--- src/rtl/msrv_32_lsu.sv ---
// Load/store unit for the msrv_32 execute stage: effective-address generation,
// single-outstanding req/ack data-memory transaction, load alignment and store lane building.
module msrv_32_lsu #(
    parameter int TIMEOUT_CYCLES = 16
) (
    input  logic        ms_risc32_mp_clk_in,
    input  logic        ms_risc32_mp_rst_n_in,
    input  logic        mem_rd_en_in,
    input  logic        mem_wr_en_in,
    input  logic [31:0] rs1_in,
    input  logic [31:0] rs2_in,
    input  logic [31:0] imm_in,
    input  logic [1:0]  load_size_in,
    input  logic        load_unsigned_in,
    input  logic [31:0] dmem_rdata_in,
    input  logic        dmem_ack_in,
    output logic        dmem_req_out,
    output logic        dmem_we_out,
    output logic [31:0] dmem_addr_out,
    output logic [31:0] dmem_wdata_out,
    output logic [3:0]  dmem_wr_mask_out,
    output logic        lsu_stall_out,
    output logic        lsu_done_out,
    output logic [31:0] load_data_out,
    output logic        misaligned_out,
    output logic        bus_err_out
);

    localparam int CNT_W = (TIMEOUT_CYCLES < 2) ? 1 : $clog2(TIMEOUT_CYCLES);
    localparam logic [CNT_W-1:0] CNT_LAST = CNT_W'(TIMEOUT_CYCLES - 1);

    typedef enum logic [1:0] {
        ST_IDLE = 2'd0,
        ST_REQ  = 2'd1,
        ST_RESP = 2'd2
    } state_t;

    state_t           state_q, state_d;
    logic [CNT_W-1:0] cnt_q, cnt_d;
    logic             req_q, req_d;
    logic             we_q, we_d;
    logic [31:0]      addr_q, addr_d;
    logic [31:0]      wdata_q, wdata_d;
    logic [3:0]       mask_q, mask_d;
    logic             done_q, done_d;
    logic             mis_q, mis_d;
    logic             err_q, err_d;
    logic [31:0]      load_data_q, load_data_d;
    logic [1:0]       size_q, size_d;
    logic             uns_q, uns_d;
    logic [1:0]       off_q, off_d;

    logic [31:0]      ea;
    logic             ea_misaligned;
    logic [31:0]      st_wdata;
    logic [3:0]       st_mask;
    logic [7:0]       ld_byte;
    logic [15:0]      ld_half;
    logic [31:0]      ld_fmt;

    assign ea = rs1_in + imm_in;

    always_comb begin
        ea_misaligned = 1'b0;
        st_wdata      = rs2_in;
        st_mask       = 4'b1111;
        case (load_size_in)
            2'b00: begin
                st_wdata = {4{rs2_in[7:0]}};
                st_mask  = 4'b0001 << ea[1:0];
            end
            2'b01: begin
                ea_misaligned = ea[0];
                st_wdata      = {2{rs2_in[15:0]}};
                st_mask       = 4'b0011 << ea[1:0];
            end
            default: begin
                ea_misaligned = (ea[1:0] != 2'b00);
            end
        endcase
    end

    // Load formatting works from the latched offset/size so operands may change during REQ
    always_comb begin
        case (off_q)
            2'd0:    ld_byte = dmem_rdata_in[7:0];
            2'd1:    ld_byte = dmem_rdata_in[15:8];
            2'd2:    ld_byte = dmem_rdata_in[23:16];
            default: ld_byte = dmem_rdata_in[31:24];
        endcase
        ld_half = off_q[1] ? dmem_rdata_in[31:16] : dmem_rdata_in[15:0];
        case (size_q)
            2'b00:   ld_fmt = {{24{~uns_q & ld_byte[7]}}, ld_byte};
            2'b01:   ld_fmt = {{16{~uns_q & ld_half[15]}}, ld_half};
            default: ld_fmt = dmem_rdata_in;
        endcase
    end

    always_comb begin
        state_d     = state_q;
        cnt_d       = cnt_q;
        req_d       = req_q;
        we_d        = we_q;
        addr_d      = addr_q;
        wdata_d     = wdata_q;
        mask_d      = mask_q;
        done_d      = 1'b0;
        mis_d       = 1'b0;
        err_d       = 1'b0;
        load_data_d = load_data_q;
        size_d      = size_q;
        uns_d       = uns_q;
        off_d       = off_q;

        case (state_q)
            ST_IDLE: begin
                cnt_d = '0;
                if (mem_rd_en_in || mem_wr_en_in) begin
                    we_d    = mem_wr_en_in;
                    size_d  = load_size_in;
                    uns_d   = load_unsigned_in;
                    off_d   = ea[1:0];
                    addr_d  = {ea[31:2], 2'b00};
                    wdata_d = st_wdata;
                    mask_d  = st_mask;
                    if (ea_misaligned) begin
                        state_d     = ST_RESP;
                        done_d      = 1'b1;
                        mis_d       = 1'b1;
                        load_data_d = '0;
                    end else begin
                        state_d = ST_REQ;
                        req_d   = 1'b1;
                    end
                end
            end

            // Ack wins over a timeout expiring in the same cycle
            ST_REQ: begin
                if (dmem_ack_in) begin
                    state_d     = ST_RESP;
                    req_d       = 1'b0;
                    done_d      = 1'b1;
                    load_data_d = we_q ? 32'd0 : ld_fmt;
                end else if (cnt_q == CNT_LAST) begin
                    state_d     = ST_RESP;
                    req_d       = 1'b0;
                    done_d      = 1'b1;
                    err_d       = 1'b1;
                    load_data_d = '0;
                end else begin
                    cnt_d = cnt_q + CNT_W'(1);
                end
            end

            ST_RESP: begin
                state_d = ST_IDLE;
                cnt_d   = '0;
            end

            default: begin
                state_d = ST_IDLE;
                cnt_d   = '0;
                req_d   = 1'b0;
            end
        endcase
    end

    always_ff @(posedge ms_risc32_mp_clk_in or negedge ms_risc32_mp_rst_n_in) begin
        if (!ms_risc32_mp_rst_n_in) begin
            state_q     <= ST_IDLE;
            cnt_q       <= '0;
            req_q       <= 1'b0;
            we_q        <= 1'b0;
            addr_q      <= '0;
            wdata_q     <= '0;
            mask_q      <= '0;
            done_q      <= 1'b0;
            mis_q       <= 1'b0;
            err_q       <= 1'b0;
            load_data_q <= '0;
            size_q      <= '0;
            uns_q       <= 1'b0;
            off_q       <= '0;
        end else begin
            state_q     <= state_d;
            cnt_q       <= cnt_d;
            req_q       <= req_d;
            we_q        <= we_d;
            addr_q      <= addr_d;
            wdata_q     <= wdata_d;
            mask_q      <= mask_d;
            done_q      <= done_d;
            mis_q       <= mis_d;
            err_q       <= err_d;
            load_data_q <= load_data_d;
            size_q      <= size_d;
            uns_q       <= uns_d;
            off_q       <= off_d;
        end
    end

    // Stall is forced low while reset is held so every output reads zero
    assign lsu_stall_out = ms_risc32_mp_rst_n_in &
                           (((state_q == ST_IDLE) & (mem_rd_en_in | mem_wr_en_in)) |
                            (state_q == ST_REQ));

    assign dmem_req_out     = req_q;
    assign dmem_we_out      = we_q;
    assign dmem_addr_out    = addr_q;
    assign dmem_wdata_out   = wdata_q;
    assign dmem_wr_mask_out = mask_q;
    assign lsu_done_out     = done_q;
    assign misaligned_out   = mis_q;
    assign bus_err_out      = err_q;
    assign load_data_out    = load_data_q;

endmodule

--- config.mk ---
export PLATFORM = sky130hd
export DESIGN_NAME = msrv_32_lsu
export DESIGN_NICKNAME = d
export VERILOG_FILES = /design/src/rtl/msrv_32_lsu.sv
export SDC_FILE = /design/constraint.sdc
export NUM_CORES = 1
export LEC_CHECK = 0
export CAP_MARGIN = 25
export CORE_ASPECT_RATIO = 1.75
export CORE_MARGIN = 8
export CORE_UTILIZATION = 48
export CTS_BUF_LIST = sky130_fd_sc_hd__clkbuf_4 sky130_fd_sc_hd__clkbuf_8 sky130_fd_sc_hd__clkbuf_16
export CTS_CLUSTER_SIZE = 25
export DETAILED_ROUTE_END_ITERATION = 8
export GPL_TIMING_DRIVEN = 1
export PLACE_DENSITY = 0.85
export RECOVER_POWER = 100
export SKIP_LAST_GASP = 1
export SYNTH_ARGS = -nofsm -noshare
export SYNTH_HDL_FRONTEND = slang
export SYNTH_SLANG_ARGS = --single-unit
--- constraint.sdc ---
create_clock -name ms_risc32_mp_clk_in -period 3.9 [get_ports ms_risc32_mp_clk_in]
set_clock_uncertainty 0.15 [all_clocks]
set_input_delay 0.78 -clock ms_risc32_mp_clk_in [delete_from_list [all_inputs] [get_ports ms_risc32_mp_clk_in]]
set_output_delay 0.78 -clock ms_risc32_mp_clk_in [all_outputs]
set_load 0.02 [all_outputs]
==> results of run 1 <==
worst paths after layout:
path,endpoint,slack (ns),cells past startpoint
max in group asynchronous,size_q[1],0.82,3
worst max register to register,load_data_out[14],1.15,6
worst min register to register,dmem_wdata_out[19],0.32,2
worst max-delay path,dmem_addr_out[24],0.32,11
worst min-delay path,dmem_wdata_out[19],0.32,2
min in group asynchronous,dmem_wdata_out[22],0.80,2
routing by layer:
layer  global-route usage  part of all wire
met5                    0                 0
met4                0.117             0.032
met3               0.0743             0.076
met2                0.448              0.54
met1                0.246              0.35
cell type report:
| type | instances | share of cell area |
|---|---|---|
| clock inverters | 11 | 0.0232 |
| well taps | 177 | 0.0223 |
| clock buffers | 21 | 0.0472 |
| multi-input cells | 564 | 0.364 |
| inverters | 13 | 0.00492 |
| repair buffers | 251 | 0.250 |
| flip-flops and latches | 114 | 0.288 |
| diodes | 1 | 0.000252 |
per-stage QoR:
step | power, mW | cell area, µm² | hold WS (ns)
4_1_cts | 7.72 | 9960 | 0.331
3_5_place_dp | 5.83 | 9260 | 0.315
3_3_place_gp | 5.76 | 9260 | 0.305
2_1_floorplan | 4.09 | 6720 | 0.310
6_report | 7.42 | 9920 | 0.318
5_1_grt | 7.87 | 9920 | 0.339
worst max-delay path, stage by stage:
cell,delay [ns]
dlygate4sd3_1,0.54
ha_1,0.23
fa_1,0.43
a21o_1,0.22
a21boi_1,0.20
o211ai_1,0.22
a31oi_2,0.31
o31a_2,0.25
o21ai_1,0.10
or4_1,0.41
nand3_1,0.09
sequential cells by signal (all words and copies together), names as in the netlist:
register          cells
uns_q                 1
dmem_wdata_out       32
load_data_out        32
off_q                 2
bus_err_out           1
cnt_q                 4
lsu_done_out          1
size_q                2
misaligned_out        1
dmem_addr_out        30
dmem_wr_mask_out      4
dmem_req_out          1
dmem_we_out           1
state_q               2
synthesized netlist by cell type (all sizes together) (10+ instances only):
master | instances | area [µm²]
a32o | 15 | 150
dfrtp | 114 | 2850
nor2 | 37 | 141
ha | 32 | 400
a22o | 18 | 158
o21bai | 20 | 150
o21ai | 74 | 382
nand2 | 133 | 499
xnor2 | 21 | 184
nand3 | 10 | 50.1
clkbuf | 40 | 160
nand2b | 27 | 169
a21o | 14 | 109
a21oi | 44 | 228
nor3 | 10 | 50.1
inv | 13 | 48.8
mux2i | 26 | 260
cell usage in the layout, fill, tap and decap left out, types with 4 or more instances in the layout:
master,count
dfrtp_1,114
o21ai_0,70
mux2i_1,26
xnor2_1,21
o21bai_1,20
mux2_2,8
a21o_1,11
nor3b_1,8
inv_1,13
nand3_1,10
clkinv_2,4
a21oi_1,43
o211ai_1,6
ha_1,32
a22o_1,18
bufinv_16,7
nand2b_1,27
xor2_1,9
a31oi_1,6
dlygate4sd3_1,108
nand2_1,133
nor3_1,9
clkdlybuf4s50_1,130
a32o_1,15
clkbuf_16,17
nor2_1,35
nand4_1,9
buf_4,7
cell families after synthesis:
| family | synth area share |
|---|---|
| simple gates | 0.171 |
| fa+ha+maj | 0.0626 |
| compound gates | 0.214 |
| other cells | 0.000558 |
| buf+inv | 0.0356 |
| mux | 0.0522 |
| flops | 0.425 |
| xor+xnor | 0.0391 |
power by group through the flow:
stage / Combinational (mW) / Sequential [mW] / Clock (mW)
3_3_place_gp: 3.64 / 2.12 / 0
6_report: 3.46 / 2.10 / 1.85
5_1_grt: 3.76 / 2.18 / 1.93
3_5_place_dp: 3.70 / 2.13 / 0
2_1_floorplan: 1.42 / 2.66 / 0
4_1_cts: 3.72 / 2.13 / 1.88
==> results.toml, run 1 <==
[sta]
fin_crit_sh = 0.919
tightest_slew_ns = 1.74
tns_ns = 0
max_freq_mhz = 279
relSlewSlack = -0.159
hold_viol = 0
grt_setup_unrepaired = "false"
drv_slew = 70
setup_viol = 0
final.min_clock_period_ns = 3.58
worst_slack_ns = 0.316

[floorplan]
core_um2 = 13800
initial_core_util = 0.488
die_h_um = 172
die_x_um = 105
dieArea_um2 = 18200
rows = 57
pin_count = 242

[power]
intPower_mw = 4.48
combPwrFrac = 0.467
total_leakage_power_nw = 4.54
switching_share = 0.396
netSwitchingPower_mw = 2.94
clkPwrFrac = 0.249
power_density_nw_per_um2 = 748
pwr-share-seq = 0.283
irDropWorstVdd_v = 0.000365

[clock_tree]
cts_sinks = 114
ctsHoldBuffers = 0
clockRootBuffer = "clkbuf_16"
htree_levels = 4
cts.path.max_buffers = 2
cts_buffers = 17
cts_resized = 0
cts_tree = "done"
clkTransAtPathRegs_ns = 0.05
post_cts_buffers = 0
clk_latency_ns = 0.40

[routing]
postRouteAntennaNets = 0
vias = 6407
viasPerCell = 5.56
firstDrtPassIters = 5
drt_iter0_drc = 322
totalWireLength_um = 22100
drc_errors = 0
wire_per_inst_um = 19.1

[setup_path]
endpoint_kind = "flop"
crit_path_start_kind = "primary input"
cp_max_fo = 6
r2r-start = "off_q[1]"
crit_type = "in2reg"
worstPathRequired_ns = 4.09
crit_arrival_ns = 3.78
critPathLaunch = "rs1_in[0]"

[yosys]
synth_edf_count = 0
ys_seq_area_frac = 0.425
syn-cell-area_um2 = 6720
syn_avg_cell_area_um2 = 9.15
synthDistinctLibCells = 59
yosys_register_bits = 114
async_reset_ff_frac = 1.00
synth_ff_type = "dfrtp_1"
syn_inst = 734
ys_warn_count = 0

[final_layout]
seq_area_um2 = 2850
finish.utilization = 0.721
multi_input_area_um2 = 3610
nets = 1130
num-fill-cells = 1045
finalNonFillerCells = 1152
drive_above_1_share = 0.0760
areaGrowthSynthToFinish_pct = 47.6

[worst_hold_path]
min-delay-start = "dmem_wdata_out[19]"
holdCritPathClass = "reg2reg"

[status]
status = "finished with violations"
violations = "max-capacitance violations, max-slew violations"

[placed_design]
routabilityCongestion = 0.956
post-place-ws_ns = 0.131
place_inst = 1119
port_buffers = 239
dpl.hpwl_um = 16900

[global_routing]
grt_start_max_net_pins = 135
grt_pass1_vias = 6639
grt_pass1_wl_um = 34800
antenna_found_initial = 0
grt.total_usage = 0.245
overflow = 0

[flow_run]
max_cap_viol_count = 1
(Power assumes the default switching activity.)
==> run 2: changes to the inputs <==
--- a/config.mk
+++ b/config.mk
@@ -8,12 +8,12 @@
 export CAP_MARGIN = 25
 export CORE_ASPECT_RATIO = 1.75
 export CORE_MARGIN = 8
-export CORE_UTILIZATION = 48
+export CORE_UTILIZATION = 49
 export CTS_BUF_LIST = sky130_fd_sc_hd__clkbuf_4 sky130_fd_sc_hd__clkbuf_8 sky130_fd_sc_hd__clkbuf_16
 export CTS_CLUSTER_SIZE = 25
 export DETAILED_ROUTE_END_ITERATION = 8
 export GPL_TIMING_DRIVEN = 1
-export PLACE_DENSITY = 0.85
+export PLACE_DENSITY = 0.87
 export RECOVER_POWER = 100
 export SKIP_LAST_GASP = 1
 export SYNTH_ARGS = -nofsm -noshare
==> run 2 against run 1 <==
  * The run still ends with max-capacitance violations, max-slew violations left
  * Critical path depth unchanged
  * Combinational power about the same
  * Register-to-register slack lost 0.14 ns
  * Die area decreased by 1.8%
  * Critical path type unchanged
  * Highest routed layer unchanged
==> results.toml, run 2 (synthesis gave the netlist of run 1 again) <==
[status]
status = "finished with violations"
violations = "max-capacitance violations, max-slew violations"

[global_routing]
antenna_found_initial = 1
globalRouteMet1Util = 0.249
grt_pass1_vias = 6785
grt.busiest_layer = "met2"
grt.total_usage = 0.250
overflow = 0
grtUsageMet3 = 0.0829
use_met2 = 0.451
grt_start_max_net_pins = 94
grt_pass1_wl_um = 35200

[sta]
worst_slack_ns = 0.374
hold_viol = 0
fin_crit_sh = 0.904
max_freq_mhz = 284
tightest_slew_ns = 1.85
whs_ns = 0.304
relSlewSlack = -0.230
setup_viol = 0
final.min_clock_period_ns = 3.53
grt_setup_unrepaired = "false"
drv_slew = 36
tns_ns = 0

[final_layout]
layout_common_cells = "nand2_1 (133), clkdlybuf4s50_1 (131), dfrtp_1 (114)"
areaGrowthSynthToFinish_pct = 46.8
drive_above_1_share = 0.0728
fin_area_um2 = 9860
mostFrequentLayoutCell = "nand2_1"
nets = 1132

[placed_design]
dpl.hpwl_um = 17300
post-place-ws_ns = 0.207
place_area_um2 = 9260
port_buffers = 239
routabilityCongestion = 0.917

[clock_tree]
cts.path.max_buffers = 2
post_cts_buffers = 0
htree_levels = 4
clkTransAtPathRegs_ns = 0.05
ctsHoldBuffers = 0
clk_latency_ns = 0.41
cts_resized = 0
cts_buffers = 17
cts_tree = "done"
clockRootBuffer = "clkbuf_16"
cts_sinks = 114

[setup_path]
crit_slowest_cell = "dlygate4sd3_1"
r2r_setup_slack_ns = 1.01
max_stage_delay_ns = 0.54
endpoint_kind = "flop"
crit_arrival_ns = 3.72
worstRegToRegCells = 6
critical_path.top_delay_family = "compound AO/OA/AOI/OAI gates"
cp_max_fo = 6
crit_chain = "dlygate4sd3_1 -> ha_1 -> fa_1 -> a21o_1 -> a21boi_1 -> o211ai_2 -> a31oi_1 -> o31a_2 -> o21ai_1 -> or4_1 -> nand3_1"
crit_type = "in2reg"
crit_path_start_kind = "primary input"
critPathBufInv = 1
worstPathRequired_ns = 4.09
cp.depth = 11

[floorplan]
pin_count = 242
die_h_um = 171
dieArea_um2 = 17900
rows = 56
die_x_um = 105
initial_core_util = 0.502
core_um2 = 13400

[routing]
totalWireLength_um = 22500
firstDrtPassIters = 5
viasPerCell = 5.59
vias = 6444
drc_errors = 0
postRouteAntennaNets = 0
drt_iter0_drc = 237
wire_per_inst_um = 19.6

[power]
finalPower_mw = 7.21
irDropWorstVdd_v = 0.000428
power_density_nw_per_um2 = 731
total_leakage_power_nw = 4.51

[worst_hold_path]
min_path_cells = 2
holdCritPathClass = "reg2reg"

[flow_run]
max_cap_viol_count = 1
[run 2: tightest hold or removal path, stage by stage (launching register included)]
cell     delay [ns]
dfrtp_1        0.33
nand2_1        0.05
nand2_1        0.04
[run 2: area by class of cell]
| cell class | count | area [µm²] |
|---|---|---|
| antenna | 3 | 7.51 |
| clock buffer | 22 | 488 |
| clock inverter | 9 | 129 |
| fill | 963 | 3520 |
| inverter | 13 | 48.8 |
| multi-input combinational | 564 | 3600 |
| sequential | 114 | 2850 |
| tap | 174 | 218 |
| timing repair buffer | 253 | 2520 |
[run 2: worst paths after layout]
kind / from / endpoint
worst max-delay path: rs1_in[0] / dmem_addr_out[24]
worst min-delay path: dmem_wr_mask_out[0] / dmem_wr_mask_out[0]
worst max register to register: off_q[1] / load_data_out[9]
worst min register to register: dmem_wr_mask_out[0] / dmem_wr_mask_out[0]
max in group asynchronous: ms_risc32_mp_rst_n_in / dmem_addr_out[30]
min in group asynchronous: ms_risc32_mp_rst_n_in / state_q[1]
[run 2: metrics by stage]
stage,std cells,util
floorplan,735,-
global placement,1117,0.692
detailed placement,1117,0.692
CTS,1148,0.738
global route,1150,0.737
finish,1152,0.737
[run 2: report_power, final]
part           total, mW  internal [mW]  switching (mW)
clock               1.62           1.07           0.543
sequential          2.11           1.74           0.368
combinational       3.49           1.44            2.05
total               7.21           4.25            2.96
[run 2: per-layer routing]
layer / vias up / wire length [µm]
met2: 237 / 12000
met1: 3087 / 8020
met5: - / 0
li1: 3071 / -
met4: 0 / 927
met3: 49 / 1610
==> run 3: changes to the inputs <==
--- a/config.mk
+++ b/config.mk
@@ -10,7 +10,7 @@
 export CORE_MARGIN = 8
 export CORE_UTILIZATION = 49
 export CTS_BUF_LIST = sky130_fd_sc_hd__clkbuf_4 sky130_fd_sc_hd__clkbuf_8 sky130_fd_sc_hd__clkbuf_16
-export CTS_CLUSTER_SIZE = 25
+export CTS_CLUSTER_SIZE = 12
 export DETAILED_ROUTE_END_ITERATION = 8
 export GPL_TIMING_DRIVEN = 1
 export PLACE_DENSITY = 0.87
==> results of run 3 <==
Same layout as run 2: the final DEF is identical, and so are final timing and power.
